--- src/rtl/reg_file_pkg.sv ---
// Shared types and default sizing for the clocked register file.
package reg_file_pkg;

   typedef enum logic {
      CLEAR = 1'b0,
      READY = 1'b1
   } state_t;

   localparam int unsigned DEF_WIDTH = 32;
   localparam int unsigned DEF_DEPTH = 32;
   localparam int unsigned DEF_NRD   = 2;

endpackage

--- src/rtl/reg_file.sv ---
// Multi-read, single-write register file with registered reads, write bypass,
// optional hard-wired zero register and a post-reset clear sequencer.
module reg_file
   import reg_file_pkg::*;
#(
   parameter int unsigned WIDTH    = DEF_WIDTH,
   parameter int unsigned DEPTH    = DEF_DEPTH,
   parameter int unsigned NRD      = DEF_NRD,
   parameter int unsigned ZERO_REG = 1
) (
   input  logic                    CLK,
   input  logic                    RST,
   input  logic                    CLR,
   input  logic [NRD*$clog2(DEPTH)-1:0] AR,
   input  logic [$clog2(DEPTH)-1:0] AW,
   input  logic                    REG_WRITE,
   input  logic [WIDTH-1:0]        DIN,
   output logic [NRD*WIDTH-1:0]    DR,
   output logic                    BUSY
);

   localparam int unsigned AWID = $clog2(DEPTH);

   state_t            state;
   logic [AWID-1:0]   cnt;
   logic              busy_q;
   logic [WIDTH-1:0]  mem [0:DEPTH-1];
   logic [WIDTH-1:0]  dr_q [NRD];

   logic              write_ok;
   logic              zero_aw;

   assign zero_aw  = (ZERO_REG != 0) && (AW == '0);
   assign write_ok = (state == READY) && REG_WRITE && !zero_aw;

   // Clear sequencer: walks cnt over every entry, then hands over to READY.
   always_ff @(posedge CLK) begin
      if (RST) begin
         state  <= CLEAR;
         cnt    <= '0;
         busy_q <= 1'b1;
      end else begin
         case (state)
            CLEAR: begin
               if (cnt == AWID'(DEPTH - 1)) begin
                  state  <= READY;
                  cnt    <= '0;
                  busy_q <= 1'b0;
               end else begin
                  cnt <= cnt + AWID'(1);
               end
            end
            READY: begin
               if (CLR) begin
                  state  <= CLEAR;
                  busy_q <= 1'b1;
               end
            end
            default: begin
               state  <= CLEAR;
               cnt    <= '0;
               busy_q <= 1'b1;
            end
         endcase
      end
   end

   // Storage has no reset; the sequencer zeroes it instead.
   always_ff @(posedge CLK) begin
      if (!RST) begin
         if (state == CLEAR) begin
            mem[cnt] <= '0;
         end else if (write_ok) begin
            mem[AW] <= DIN;
         end
      end
   end

   for (genvar k = 0; k < NRD; k++) begin : g_rd
      logic [AWID-1:0] ar_k;
      assign ar_k = AR[k*AWID +: AWID];

      always_ff @(posedge CLK) begin
         if (RST || (state == CLEAR)) begin
            dr_q[k] <= '0;
         end else if ((ZERO_REG != 0) && (ar_k == '0)) begin
            dr_q[k] <= '0;
         end else if (REG_WRITE && (AW == ar_k)) begin
            dr_q[k] <= DIN;
         end else begin
            dr_q[k] <= mem[ar_k];
         end
      end

      assign DR[k*WIDTH +: WIDTH] = dr_q[k];
   end

   assign BUSY = busy_q;

endmodule

--- config.mk ---
export PLATFORM = sky130hd
export DESIGN_NAME = reg_file
export DESIGN_NICKNAME = d
export VERILOG_FILES = /design/src/rtl/reg_file_pkg.sv /design/src/rtl/reg_file.sv
export SDC_FILE = /design/constraint.sdc
export NUM_CORES = 1
export LEC_CHECK = 0
export CAP_MARGIN = 20
export CORE_AREA = 2 2 308 310
export CTS_CLUSTER_SIZE = 10
export DETAILED_ROUTE_END_ITERATION = 10
export DIE_AREA = 0 0 310 312
export MAX_ROUTING_LAYER = met4
export PLACE_DENSITY = 0.7
export SLEW_MARGIN = 10
export SYNTH_ARGS = -nofsm -noshare
export SYNTH_HDL_FRONTEND = slang
export SYNTH_SLANG_ARGS = --single-unit
--- constraint.sdc ---
create_clock -name CLK -period 10.45 [get_ports CLK]
set_input_delay 1.5675 -clock CLK [delete_from_list [all_inputs] [get_ports CLK]]
set_output_delay 1.5675 -clock CLK [all_outputs]
set_load 0.02 [all_outputs]
==> impl_metrics.py, run 1 <==
metrics = {
    "detailed_routing": {
        "drt_iter0_markers": 4152,
        "detail_route.drc_violations": 0,
        "ant_nets": 0,
        "firstDrtPassIters": 5,
        "via_density": 7.26,
        "drt-wirelength-per-cell_um": 36.5,
        "finalWirelength_mm": 151,
        "route.vias.total": 30008,
    },
    "worst_hold_path": {
        "worstHoldPathType": "reg2reg",
    },
    "clocking": {
        "htree_levels": 3,
        "cts_sinks": 1095,
        "holdBufCountCts": 0,
        "cts.repair.resized": 0,
        "path_clk_slew_ns": 0.05,
        "cts_setup_buffers": 0,
        "cts-buffers-inserted": 121,
        "worst_case_clock_buffer_depth": 3,
        "cts_tree": "yes",
        "worst_skew_pair_latency_ns": 0.71,
        "cts.root.buffer_cell": "clkbuf_16",
    },
    "power": {
        "power.leakage_nw": 16.7,
        "max-vdd-ir-drop_mv": 0.128,
        "pwr_density_cell_mw_per_mm2": 163,
    },
    "layout": {
        "final_util_pct": 60.8,
        "final_net_count": 2913,
        "drive_gt1_share_pct": 23.3,
        "area_overhead_vs_synth_pct": 13.2,
    },
    "synth": {
        "synth.yosys.seq_area_share_pct": 65.7,
        "synth-main-ff-cell": "edfxtp_1",
        "synthesis.yosys.warnings": 0,
        "synth_seq_cells": 1095,
        "netlist_instances": 2686,
        "asyncSetResetFlopFracSynth_pct": 0,
        "syn_area_mm2": 0.0500,
        "syn_avg_cell_area_um2": 18.6,
        "synth_enable_flop_cells": 1088,
        "ys_types": 53,
    },
    "timing": {
        "finalMaxSlewViolations": 0,
        "setup_viol": 0,
        "final.min_clock_period_ns": 4.90,
        "fin_skew_ns": 0.0341,
        "achievable-frequency_mhz": 204,
        "rsz0062_at_grt": "false",
        "tightestPinTransition_ns": 1.18,
        "slew_headroom_pct": 21.1,
        "min_period_over_period_pct": 46.9,
        "timing.setup.tns_ns": 0,
        "report.final.hold_viol_count": 0,
    },
    "worst_setup_path": {
        "worstSetupStartpointType": "input pin",
        "critical_path_capture_point_type": "flop",
        "cp.arrival_ns": 5.22,
        "cp_max_fo": 41,
        "cp.required_ns": 10.77,
        "critical_path_class": "in2reg",
    },
    "die": {
        "boundaryPins": 116,
        "initial_core_utilization_pct": 53.7,
        "dieArea_mm2": 0.0967,
        "die_height_um": 312,
        "chipWidth_um": 310,
        "design.core.area_mm2": 0.0930,
        "rows": 112,
    },
    "place": {
        "total_of_buffers_placed_on_input_and_output_ports": 115,
        "gp_congestion": 0.877,
        "dp_hpwl_mm": 90.6,
    },
    "grt": {
        "grt_max_degree": 120,
        "initial_antenna_violation_count": 0,
        "globalRouteTotalUtil_pct": 32.4,
        "number_of_global_route_vias_before_repair": 30901,
        "global_route.overflow_total": 0,
        "grt_pass1_wl_mm": 215,
    },
    "flow_run": {
        "max_cap_violations": 0,
    },
    "status": {
        "status": "finished, final reports clean",
    },
}
[power breakdown]
group          total [mW]  internal (mW)  switching (mW)
Combinational       0.643          0.244           0.400
Sequential           4.82           4.80          0.0181
Clock                3.73           2.12            1.61
Total                9.19           7.16            2.03
[placed cells by master (no fill, tap or decap), types with 4 or more instances in the layout]
cell	count
a2111oi_1	25
a211oi_1	35
a21oi_1	90
a22o_1	82
a22oi_1	100
a31oi_1	4
a31oi_2	4
a32o_1	7
and2_1	29
and2_2	5
buf_12	10
buf_16	5
buf_4	68
buf_8	19
clkbuf_1	9
clkbuf_16	123
clkdlybuf4s50_1	107
clkinv_1	4
conb_1	64
dfxtp_1	7
edfxtp_1	1088
inv_1	5
mux2i_1	266
mux4_2	384
nand2_1	56
nand2b_1	8
nand3_1	4
nand3b_1	5
nor2_1	10
nor2_4	35
nor3_1	6
o211ai_1	4
o21ai_0	20
o21ai_1	19
o221ai_1	61
o22ai_1	60
xnor2_1	6
[cell type report]
cell class	count	area, µm²
fillers	6550	36500
repair buffers	212	2240
multi-input cells	1425	16700
well taps	1254	1570
diodes	2	5.00
clock buffers	132	3110
inverters	5	18.8
clock inverters	10	150
flip-flops and latches	1095	32800
[critical path, cell delays in order]
cell	delay, ns
clkdlybuf4s50_1	0.64
nand3b_1	0.38
a21oi_4	0.17
buf_4	0.57
a31oi_2	0.52
nor2_4	0.77
buf_4	0.51
[cells in the mapped netlist, types with 34 or more instances]
library cell | instances | area share, %
and2_1 | 34 | 0.43
a21oi_1 | 91 | 0.91
nand2_1 | 56 | 0.42
o221ai_1 | 61 | 1.1
a211oi_1 | 35 | 0.53
a22oi_1 | 100 | 1.5
buf_2 | 68 | 0.68
nor2_1 | 45 | 0.34
mux4_2 | 384 | 17
o22ai_1 | 60 | 0.75
clkbuf_1 | 122 | 0.92
a22o_1 | 82 | 1.4
mux2i_1 | 266 | 5.3
edfxtp_1 | 1088 | 65
[state kept, by name, summed over array words and instances, names as in the netlist]
name and cells:
BUSY 1, mem 1024, cnt 5, state 1, dr_q 64
[per-stage QoR]
stage | total power, mW | area [µm²] | setup slack [ns] | hold WS [ns] | instances
6_report | 9.19 | 56600 | 5.55 | 0.520 | 4135
3_5_place_dp | 5.54 | 53000 | 4.91 | 0.508 | 3972
3_3_place_gp | 5.53 | 52700 | 4.93 | 0.488 | 3960
2_1_floorplan | 5.30 | 50200 | 5.89 | 0.463 | 2749
5_1_grt | 9.40 | 56600 | 5.44 | 0.573 | 4133
4_1_cts | 9.21 | 56200 | 5.61 | 0.514 | 4114
[per-layer routing]
layer / up-vias / track usage (%) / routed length (µm)
li1: 11781 / - / -
met1: 15704 / 40.4 / 52700
met2: 2080 / 50.6 / 73400
met3: 443 / 5.99 / 15100
met4: 0 / 17.6 / 9860
met5: - / - / 0
[final timing paths]
kind / startpoint / endpoint / cells after the start / slack, ns
setup reg to reg: state / mem[24][15] / 6 / 6.46
setup / recovery: RST / mem[24][15] / 7 / 5.55
hold reg to reg: cnt[3] / cnt[3] / 2 / 0.52
hold / removal: cnt[3] / cnt[3] / 2 / 0.52
[cells by family after synthesis]
family | Yosys count | synth area share (%)
other cells | 1 | 0.00751
compound gates | 523 | 7.57
simple gates | 177 | 1.74
fa+ha+maj | 2 | 0.0501
xor+xnor | 9 | 0.158
flops | 1095 | 65.7
buf+inv | 229 | 2.14
mux | 650 | 22.6
Power figures use the tool's default switching activity.
==> run 2: changes to the inputs <==
Clock period 10.45 ns to 4.8 ns, I/O delays scaled along.
==> impl_metrics.py, run 2 (synthesis gave the netlist of run 1 again) <==
metrics = {
    "clocking": {
        "worst_skew_pair_latency_ns": 0.70,
        "htree_levels": 3,
        "cts_tree": "yes",
        "cts.root.buffer_cell": "clkbuf_16",
        "worst_case_clock_buffer_depth": 3,
        "path_clk_slew_ns": 0.05,
        "holdBufCountCts": 0,
        "cts_sinks": 1095,
        "cts-buffers-inserted": 121,
        "cts_setup_buffers": 0,
        "cts.repair.resized": 0,
    },
    "detailed_routing": {
        "detail_route.drc_violations": 0,
        "drt-wirelength-per-cell_um": 35.3,
        "drt_iter0_markers": 4028,
        "finalWirelength_mm": 148,
        "via_density": 7.13,
        "ant_nets": 0,
        "route.vias.total": 29941,
        "firstDrtPassIters": 5,
    },
    "layout": {
        "final_cell_count_no_fill": 4201,
        "final_net_count": 2969,
        "drive_gt1_share_pct": 24.7,
        "largest_register_ff_count": 1024,
        "final_util_pct": 61.3,
        "final_common_cell": "edfxtp_1",
        "area_overhead_vs_synth_pct": 14.2,
        "layout.cells.most_common_list": "1088 x edfxtp_1, 384 x mux4_2, 266 x mux2i_1",
        "regMostFlops": "mem",
        "layout.filler_cells": 6640,
        "largestRegisters": "mem: 1024 flops, dr_q: 64 flops, cnt: 5 flops",
    },
    "power": {
        "pwr_density_cell_mw_per_mm2": 350,
        "p_clk_share_pct": 40.3,
        "p_switching_mw": 4.41,
        "net_switching_fraction_of_the_power_pct": 22.1,
        "max-vdd-ir-drop_mv": 0.273,
        "power_frac_seq_pct": 52.6,
        "power.leakage_nw": 17.0,
        "fin_total_pwr_mw": 20.0,
        "combinationalPowerShare_pct": 7.1,
        "p_int_mw": 15.6,
    },
    "grt": {
        "global_route.overflow_total": 0,
        "grt_max_degree": 66,
        "grt_pass1_wl_mm": 215,
        "grt.met1_usage_pct": 43.1,
        "grtUsageMet2_pct": 49.5,
        "number_of_global_route_vias_before_repair": 30961,
        "globalRouteTotalUtil_pct": 32.0,
        "met3_usage_pct": 5.59,
        "initial_antenna_violation_count": 2,
        "busiest_layer": "met2",
    },
    "timing": {
        "slew_headroom_pct": 26.5,
        "timing.setup.tns_ns": 0,
        "fin_skew_ns": 0.0280,
        "finalMaxSlewViolations": 0,
        "achievable-frequency_mhz": 293,
        "final.min_clock_period_ns": 3.41,
        "setup_viol": 0,
        "report.final.hold_viol_count": 0,
        "tightestPinTransition_ns": 1.10,
        "rsz0062_at_grt": "false",
        "min_period_over_period_pct": 71.0,
    },
    "worst_setup_path": {
        "worstSetupStartpointType": "flop",
        "critical_path_class": "reg2reg",
        "cell_family_with_most_cp_delay": "compound AO/OA/AOI/OAI gates",
        "cp.arrival_ns": 3.76,
        "critical_path_capture_point_type": "flop",
        "cp_num_buf_inv": 2,
        "critical_path.most_common_cell": "buf_4",
        "cp_max_fo": 32,
        "cp.required_ns": 5.15,
        "crit_slowest_cell": "a31oi_2",
        "max_stage_delay_ns": 0.85,
        "timing.critical_path.cells": "nand3b_1 > a21oi_4 > buf_4 > nor3_1 > a31oi_2 > nor2_4 > buf_4",
    },
    "die": {
        "initial_core_utilization_pct": 53.7,
        "design.core.area_mm2": 0.0930,
        "boundaryPins": 116,
        "rows": 112,
        "dieArea_mm2": 0.0967,
        "chipWidth_um": 310,
        "die_height_um": 312,
    },
    "status": {
        "status": "finished, final reports clean",
    },
    "place": {
        "dp_hpwl_mm": 91.0,
        "gp_congestion": 0.915,
        "total_of_buffers_placed_on_input_and_output_ports": 115,
        "dp_cells": 4045,
    },
    "flow_run": {
        "max_cap_violations": 0,
    },
    "worst_hold_path": {
        "worstHoldPathType": "reg2reg",
    },
}
## run 2: cell types whose count changed in the layout (fill, tap and decap cells not counted), moves of 2 or more
cell       delta
buf_12       +25
clkinv_2      +3
buf_16        -5
buf_8        -14
bufinv_16     -2
buf_4        +51
inv_6         +2
and2_2        -3
clkbuf_1      +9
and2_1        +3
## run 2: cell type report
| class | instances | area [µm²] | area share [%] |
|---|---|---|---|
| multi-input cells | 1425 | 16700 | 29.2 |
| repair buffers | 268 | 2760 | 4.84 |
| well taps | 1254 | 1570 | 2.75 |
| diodes | 2 | 5.00 | 0.00877 |
| flip-flops and latches | 1095 | 32800 | 57.5 |
| inverters | 5 | 18.8 | 0.0329 |
| clock buffers | 141 | 3150 | 5.51 |
| clock inverters | 11 | 92.6 | 0.162 |
## run 2: stage by stage
stage / setup WS [ns] / instance area, µm² / hold WS [ns]
final: 1.39 / 57100 / 0.525
after floorplan: 1.09 / 50200 / 0.463
after global routing: 1.29 / 57100 / 0.570
after CTS: 1.49 / 57000 / 0.516
after detailed placement: 0.859 / 53800 / 0.506
after global placement: 0.599 / 53700 / 0.506
## run 2: layer usage
| metal | wire length [µm] | vias up | part of all wire (%) |
|---|---|---|---|
| li1 | - | 11897 | - |
| met1 | 55000 | 15701 | 37 |
| met2 | 72300 | 1992 | 49 |
| met4 | 5670 | 0 | 3.8 |
| met5 | 0 | - | 0 |
| met3 | 15400 | 351 | 10 |
## run 2: final timing paths
check         from        end  slack [ns]  cells after the start
max          state  mem[1][5]        1.39                      7
min           BUSY       BUSY        0.52                      2
min reg2reg   BUSY       BUSY        0.52                      2
max reg2reg  state  mem[1][5]        1.39                      7
## run 2: power groups by stage
| stage | clock network, mW | logic (mW) | registers, mW |
|---|---|---|---|
| after detailed placement | 0 | 1.41 | 10.7 |
| final | 8.04 | 1.43 | 10.5 |
| after global routing | 8.47 | 1.48 | 10.5 |
| after floorplan | 0 | 0.840 | 10.7 |
| after global placement | 0 | 1.40 | 10.7 |
| after CTS | 8.11 | 1.41 | 10.5 |
## run 2: worst register-to-register path, delay by kind of cell (launching register included)
| family | cells | cell delay (ns) |
|---|---|---|
| AND/OR/NAND/NOR | 3 | 0.40 |
| flip-flops | 1 | 0.72 |
| AO/OA/AOI/OAI | 2 | 1.29 |
| buffers and inverters | 2 | 0.65 |
